<file path="src/rtl/aes_dec_pkg.sv">
// Shared types and constants for the AES-128 decryption path.
package aes_dec_pkg;

  localparam int unsigned AES_NR128 = 10;
  localparam int unsigned AES_KW    = 128;

  typedef enum logic [1:0] {
    RKS_EMPTY,
    RKS_LOADING,
    RKS_READY,
    RKS_READING
  } rks_state_t;

  typedef logic [0:3] round_idx_t;

endpackage

</file>
<file path="src/rtl/rkey_ram.sv">
// Round-key storage: one synchronous write port, one synchronous read port with registered output.
module rkey_ram
  import aes_dec_pkg::*;
#(
  parameter int unsigned DEPTH = AES_NR128 + 1,
  parameter int unsigned KW    = AES_KW
) (
  input  logic          clk,
  input  logic          we,
  input  round_idx_t    waddr,
  input  logic [0:KW-1] wdata,
  input  logic          re,
  input  round_idx_t    raddr,
  output logic [0:KW-1] rdata
);

  logic [0:KW-1] mem [DEPTH];

  always_ff @(posedge clk) begin
    if (we) mem[waddr] <= wdata;
    if (re) rdata <= mem[raddr];
  end

endmodule

</file>
<file path="src/rtl/round_key_store.sv">
// Captures the forward key schedule from the expander and plays it back round NR..0
// for the inverse cipher; the schedule is reusable until a new key is loaded.
module round_key_store
  import aes_dec_pkg::*;
#(
  parameter int unsigned NR = AES_NR128,
  parameter int unsigned KW = AES_KW
) (
  input  logic          clk,
  input  logic          rst_n,
  input  logic [0:KW-1] rkey,
  input  logic          rkey_vld,
  input  logic          rkey_last,
  output logic          load_ok,
  output logic          keys_rdy,
  input  logic          rd_start,
  input  logic          rd_adv,
  output logic [0:KW-1] rk,
  output logic          rk_vld,
  output round_idx_t    rk_round,
  output logic          rk_last,
  output logic          seq_err
);

  localparam round_idx_t LAST_IDX = round_idx_t'(NR);

  rks_state_t    state, state_n;
  round_idx_t    wr_idx, wr_idx_n;
  round_idx_t    rd_idx, rd_idx_n;
  logic          rk_vld_q, rk_vld_n;
  logic          seq_err_q, seq_err_n;
  logic          key_ok;
  logic          ram_we, ram_re;
  round_idx_t    ram_raddr;
  logic [0:KW-1] ram_q;

  rkey_ram #(
    .DEPTH(NR + 1),
    .KW   (KW)
  ) u_ram (
    .clk  (clk),
    .we   (ram_we),
    .waddr(wr_idx),
    .wdata(rkey),
    .re   (ram_re),
    .raddr(ram_raddr),
    .rdata(ram_q)
  );

  always_comb begin
    state_n   = state;
    wr_idx_n  = wr_idx;
    rd_idx_n  = rd_idx;
    rk_vld_n  = rk_vld_q;
    seq_err_n = seq_err_q;
    ram_we    = 1'b0;
    ram_re    = 1'b0;
    ram_raddr = rd_idx;
    key_ok    = (rkey_last == (wr_idx == LAST_IDX));

    // A write always takes priority over the read side and cancels any playback.
    if (rkey_vld) begin
      rk_vld_n = 1'b0;
      if (!key_ok) begin
        seq_err_n = 1'b1;
        wr_idx_n  = '0;
        state_n   = RKS_EMPTY;
      end else begin
        ram_we = 1'b1;
        if (state == RKS_READING) seq_err_n = 1'b1;
        if (rkey_last) begin
          wr_idx_n = '0;
          state_n  = RKS_READY;
        end else begin
          wr_idx_n = wr_idx + round_idx_t'(1);
          state_n  = RKS_LOADING;
        end
      end
    end else if (state == RKS_READY || state == RKS_READING) begin
      if (rd_start) begin
        rd_idx_n  = LAST_IDX;
        rk_vld_n  = 1'b1;
        state_n   = RKS_READING;
        ram_re    = 1'b1;
        ram_raddr = LAST_IDX;
      end else if (rd_adv && rk_vld_q) begin
        if (rd_idx != '0) begin
          rd_idx_n  = rd_idx - round_idx_t'(1);
          ram_re    = 1'b1;
          ram_raddr = rd_idx - round_idx_t'(1);
        end else begin
          rk_vld_n = 1'b0;
          state_n  = RKS_READY;
        end
      end
    end

    if (!rst_n) begin
      ram_we = 1'b0;
      ram_re = 1'b0;
    end
  end

  always_ff @(posedge clk) begin
    if (!rst_n) begin
      state     <= RKS_EMPTY;
      wr_idx    <= '0;
      rd_idx    <= '0;
      rk_vld_q  <= 1'b0;
      seq_err_q <= 1'b0;
    end else begin
      state     <= state_n;
      wr_idx    <= wr_idx_n;
      rd_idx    <= rd_idx_n;
      rk_vld_q  <= rk_vld_n;
      seq_err_q <= seq_err_n;
    end
  end

  // The RAM output register has no reset, so rk is forced to zero whenever it is not valid.
  assign rk       = rk_vld_q ? ram_q : '0;
  assign rk_vld   = rk_vld_q;
  assign rk_round = rd_idx;
  assign rk_last  = rk_vld_q && (rd_idx == '0);
  assign seq_err  = seq_err_q;
  assign load_ok  = (state == RKS_EMPTY) || (state == RKS_READY);
  assign keys_rdy = (state == RKS_READY) || (state == RKS_READING);

endmodule

</file>
<file path="config.mk">
export PLATFORM = sky130hd
export DESIGN_NAME = round_key_store
export DESIGN_NICKNAME = d
export VERILOG_FILES = /design/src/rtl/aes_dec_pkg.sv /design/src/rtl/rkey_ram.sv /design/src/rtl/round_key_store.sv
export SDC_FILE = /design/constraint.sdc
export NUM_CORES = 2
export LEC_CHECK = 0
export BUFFER_PORTS_ARGS = -buffer_cell sky130_fd_sc_hd__buf_2
export CAP_MARGIN = 10
export CORE_UTILIZATION = 45
export CTS_CLUSTER_DIAMETER = 200
export CTS_CLUSTER_SIZE = 30
export DETAILED_ROUTE_END_ITERATION = 8
export SYNTH_ARGS = -nofsm -noshare
export SYNTH_HDL_FRONTEND = slang
export SYNTH_HIERARCHICAL = 1
export SYNTH_SLANG_ARGS = --single-unit
export TNS_END_PERCENT = 5
</file>
<file path="constraint.sdc">
create_clock -name clk -period 16.45 [get_ports clk]
set_input_delay 4.1125 -clock clk [delete_from_list [all_inputs] [get_ports clk]]
set_output_delay 4.1125 -clock clk [all_outputs]
set_load 0.005 [all_outputs]
</file>
# Yosys cells after proc, flatten, opt, wreduce, memory -nomap -nowiden
# Memories as Yosys holds them, arrays and structs flattened. A register that Yosys moved wholly into a read port is not among the register bits.
# Index checks and enable logic that the tools add are counted.
# classes
n_mux	31
n_reduce_logical	14
n_eq_ne	7
n_addsub	2
bitwise_logic	1
# ops
op	n
$mux W128	1
$mux W4	7
$mux W1	16
$mux W2	7
$reduce_and A3 Y1	2
$add A4 B1 Y4 const B	1
$eq A2 B2 Y1 const B	2
$eq A4 B4 Y1 const B	1
$logic_not A4 Y1	1
$reduce_bool A2 Y1	2
$reduce_bool A4 Y1	1
$sub A4 B1 Y4 const B	1
$ne A3 B3 Y1 const B	1
$reduce_bool A3 Y1	1
$logic_and A1 B1 Y1	2
$logic_not A2 Y1	1
$logic_or A1 B1 Y1	2
$ne A2 B1 Y1 const B	1
$ne A2 B2 Y1 const B	1
$reduce_and A2 Y1	1
$reduce_or A2 Y1	1
$eq A1 B1 Y1	1
$not A1 Y1	1
# word_totals
out_inout_bits	137
mem_bits_rw	1408
ff_bits	12
mem_count	1
# memory_table
name	words	width	rd	rd_ports_with_merged_regs	wr	line	text
u_ram.mem	11	128	1	1	1	rkey_ram.sv:17	logic [0:KW-1] mem [DEPTH];

# Depth between registers and ports, before layout
# logic_depth
depth_word	7
mapped_depth	12
ltp_nobuf	8

# Hierarchy
# Netlist, hierarchy kept.
# by_module_without_submodules
mod	seq_area_each_um2	cells_per_inst	n_inst	area_per_inst_um2
rkey_ram	46124.2	3021	1	58741.3
round_key_store	240.2	241	1	1637.8

# Least setup slack after synthesis
# OpenSTA, ideal clock, no wires.
# synth_timing
path_type	input to register
startpoint	input rkey_last
endpoint	memory u_ram/mem[0][0] (netlist bit), enable pin
path_slack_ns	1.772
path_buffers	0
setup_time_ns	0.772
t_arrival_ns	13.906
path_stages	5
cell_sequence	inv_1 > ha_1 > nor3_1 > or3b_2 > nor3_1
# synth_via
elab_chain_cells	6
# synth_lines
item	line	text
start, declared	round_key_store.sv:13	input logic rkey_last,
$eq A1 B1 Y1	round_key_store.sv:59	key_ok = (rkey_last == (wr_idx == LAST_IDX));
$mux W1	round_key_store.sv:64	if (!key_ok) begin
$mux W1	round_key_store.sv:62	if (rkey_vld) begin
$mux W1	round_key_store.sv:98	if (!rst_n) begin
named net ram_we	round_key_store.sv:33	logic ram_we, ram_re;
$mux W1	rkey_ram.sv:20	if (we) mem[waddr] <= wdata;
$mux W1 (not written as such)	rkey_ram.sv:20	
end, declared	rkey_ram.sv:17	
# The timed path passes the listed nets, and every way through them passes these cells.

# Final worst setup path
# layout_timing
startpoint	input rkey_vld
endpoint	register u_ram/rdata[41] (netlist bit), read port of u_ram.mem (data pin)
# layout_via
elab_cells_between_ends	3
classes_between	mux (3)
# layout_rtl
item	line	text
start, declared	round_key_store.sv:12	input logic rkey_vld,
$mux W4	round_key_store.sv:62	
named net ram_raddr[1]	round_key_store.sv:34	round_idx_t ram_raddr;
end, declared	rkey_ram.sv:14	output logic [0:KW-1] rdata
# The timed path passes the listed nets, and every way through them passes these cells.
# A chain may end at the register's enable or synchronous reset.

==> results.toml <==
[clock_network]
clock-sinks = 1548
cts-root-buf = "clkbuf_16"
cts_buffers = 57
postCtsSetupBuffers = 0
clkTransAtPathRegs_ns = 0.12
cts_hold_buf = 0
cts_resized = 0
cts_tree = "built"
htree_levels = 2
clk_latency_ns = 0.72
clock_path_buffers = 3

[logic_synthesis]
yosysUniqueCellTypes = 46
synth.cell_area_um2 = 60400
synth_edf_count = 1536
synth_ff_type = "edfxtp_1"
yosys_warnings = 6
ys_seq_elements = 1548
ys_seq_area_share_pct = 76.8
syn_nets = 3401
async_reset_ff_share_pct = 0
synth.avg_cell_area_um2 = 18.5
synth_cells = 3262

[final_layout]
fin_area_um2 = 65100
fin_util_pct = 48.9
drive_above_1_share_pct = 23.0
syn2layout_area_growth_pct = 7.85
fin_nets = 3584

[drt]
drcViolationCount = 0
wl_per_cell_um = 26.5
drt-total-wl_um = 139000
firstDrtPassIters = 5
drtIter0Drc = 2383
viasPerCell = 5.66
num_vias = 29700
ant_nets = 0

[timing]
setup_viol = 0
setup_slack_ns = 8.53
post-route-min-period_ns = 7.92
fin_skew_ns = 0.0301
final_hold_viol_count = 0
fin_crit_sh_pct = 48.1
drv_slew = 0
worstMarginPinSlew_ns = 1.33
maxSlewHeadroom_pct = 11.3
rsz0062_at_grt = "false"
fmax_mhz = 126
fin_tns_setup_ns = 0

[power]
p_leak_nw = 20.0
ir_worst_vdd_uv = 114
power_density_nw_per_um2 = 95.2

[setup_path]
end_kind = "register"
startpoint_type = "primary input"
r2r_cells = 11
timing.rr.end = "u_ram/rdata[41]"
worstPathArrival_ns = 8.44
ff2ff_setup_slack_ns = 11.18
crit_start = "rkey_vld"
path_class = "primary input to register"
cpMostUsedCell = "buf_4"
path_depth = 10
timing.critical_path.buf_inv = 4
reg2reg_from = "rk_round[0]"
cp_max_fo = 68
crit_chain = "buf_2 -> nor2b_1 -> nor2_1 -> a211oi_4 -> buf_4 -> buf_4 -> nand2b_4 -> buf_4 -> o22ai_1 -> o31ai_1"
crit_path_end = "u_ram/rdata[41]"
crit_family = "buffers and inverters"
slowest_delay_ns = 0.86
crit_slowest_cell = "buf_4"
critPathRequiredTime_ns = 16.98

[floorplan]
start_util_pct = 45.3
fp.coreArea_um2 = 133000
die_y_um = 368
die_w_um = 368
io_pins = 271
core.rowCount = 134
die-area_um2 = 136000

[global_routing]
antenna_found_initial = 39
grt_max_degree = 163
track_usage_pct = 20.2
overflow = 0
grt_pass1_vias = 29500
grt_pass1_wl_um = 202000

[place]
portBuffers = 270
dp_hpwl_um = 68600
dpl-instance-area_um2 = 63500
dp_slack_ns = 7.85
gp_congestion = 0.730

[flow_run]
drv_cap = 0

[min_path]
hold_class = "register to register"

[status]
status = "complete, no violations"
==> registers in the layout, summed over array words and instances (netlist names) <==
register     cells
rk_round         4
rk_vld           1
seq_err          1
state            2
u_ram/mem     1408
u_ram/rdata    128
wr_idx           4
==> worst min-delay path by stage <==
stage / start / cells past startpoint / slack, ns / to
after detailed placement: seq_err / 2 / 0.47 / seq_err
after global placement: seq_err / 2 / 0.45 / seq_err
after global routing: seq_err / 2 / 0.53 / seq_err
after floorplan: seq_err / 2 / 0.46 / seq_err
after CTS: seq_err / 2 / 0.50 / seq_err
final: seq_err / 2 / 0.49 / seq_err
==> cell usage in the layout, fill, tap and decap left out, drive strengths merged, types with 3 or more instances in the layout <==
master	count
mux2i	256
a21oi	8
nor2	17
nand2b	132
a211oi	3
ha	5
o31ai	128
o21ai	6
a22o	128
dfxtp	12
o211ai	128
and2	130
clkbuf	80
or3b	3
diode	9
a2111oi	3
o22ai	128
mux2	384
nor3	7
nand3	5
inv	11
edfxtp	1536
nand2	8
buf	329
==> Yosys cell counts, types with 2 or more instances <==
cell / number / share of area, %
o22ai_1: 128 / 1.3
a2111oi_0: 2 / 0.029
or3b_1: 2 / 0.029
nand2_1: 8 / 0.050
buf_4: 43 / 0.53
dfxtp_1: 12 / 0.40
buf_1: 8 / 0.050
nor2_1: 17 / 0.11
o21ai_0: 6 / 0.050
mux2_2: 384 / 7.2
buf_2: 31 / 0.26
a22o_1: 128 / 1.9
nand3b_1: 2 / 0.025
clkbuf_1: 109 / 0.68
buf_6: 14 / 0.26
mux2i_1: 256 / 4.2
o31ai_1: 128 / 1.6
nor4b_1: 2 / 0.029
a211oi_1: 3 / 0.037
nor2b_1: 2 / 0.021
o211ai_1: 128 / 1.6
nand2b_1: 131 / 1.4
inv_1: 9 / 0.056
edfxtp_1: 1536 / 76
a31oi_1: 2 / 0.021
nand3_1: 5 / 0.041
ha_1: 5 / 0.10
nor3_1: 7 / 0.058
and2_1: 130 / 1.3
a21oi_1: 8 / 0.066
==> area by class of cell <==
| cell class | count | area, µm² |
|---|---|---|
| fillers | 11100 | 68200 |
| clock buffers | 80 | 1510 |
| flip-flops and latches | 1548 | 46400 |
| multi-input cells | 1500 | 13100 |
| repair buffers | 329 | 1880 |
| well taps | 1768 | 2210 |
| inverters | 9 | 33.8 |
| clock inverters | 3 | 33.8 |
| diodes | 9 | 22.5 |
==> logic make-up (layout without fill, tap and decap cells) <==
family / after synthesis / in the layout / synth area share (%)
other: 0 / 9 / 0
buffers and inverters: 214 / 421 / 1.84
AOI/OAI and AO/OA: 540 / 540 / 6.68
and+or+nand+nor: 315 / 315 / 3.19
adders and majority gates: 5 / 5 / 0.104
DFF: 1548 / 1548 / 76.8
muxes: 640 / 640 / 11.4
==> through the flow <==
stage	hold WS [ns]	instances	power (mW)
after floorplan	0.460	3262	4.46
after global placement	0.448	5154	4.52
after detailed placement	0.468	5154	4.52
after CTS	0.497	5237	6.26
after global routing	0.528	5239	6.38
final	0.489	5246	6.20
==> where the power goes <==
part           total, mW  leakage, nW  switching (mW)  internal (mW)
sequential          4.34         13.9         0.00289           4.34
combinational     0.0904         5.32          0.0653         0.0252
clock               1.77        0.746            1.12          0.650
total               6.20         20.0            1.19           5.01
==> worst min-delay path, stage by stage (launching register included) <==
cell and delay [ns]:
dfxtp_1 0.35, a21oi_1 0.04, nor2_1 0.07
==> per-layer routing <==
layer / wire length, µm / share of wire, % / up-vias / global-route usage (%)
met5: 284 / 0.20 / - / 0
met4: 2580 / 1.9 / 46 / 4.44
met3: 6660 / 4.8 / 167 / 3.21
met2: 70400 / 51 / 579 / 35.2
met1: 59000 / 42 / 15600 / 26.6
li1: - / - / 13300 / -
No activity file was read; power rests on OpenSTA's default activity.
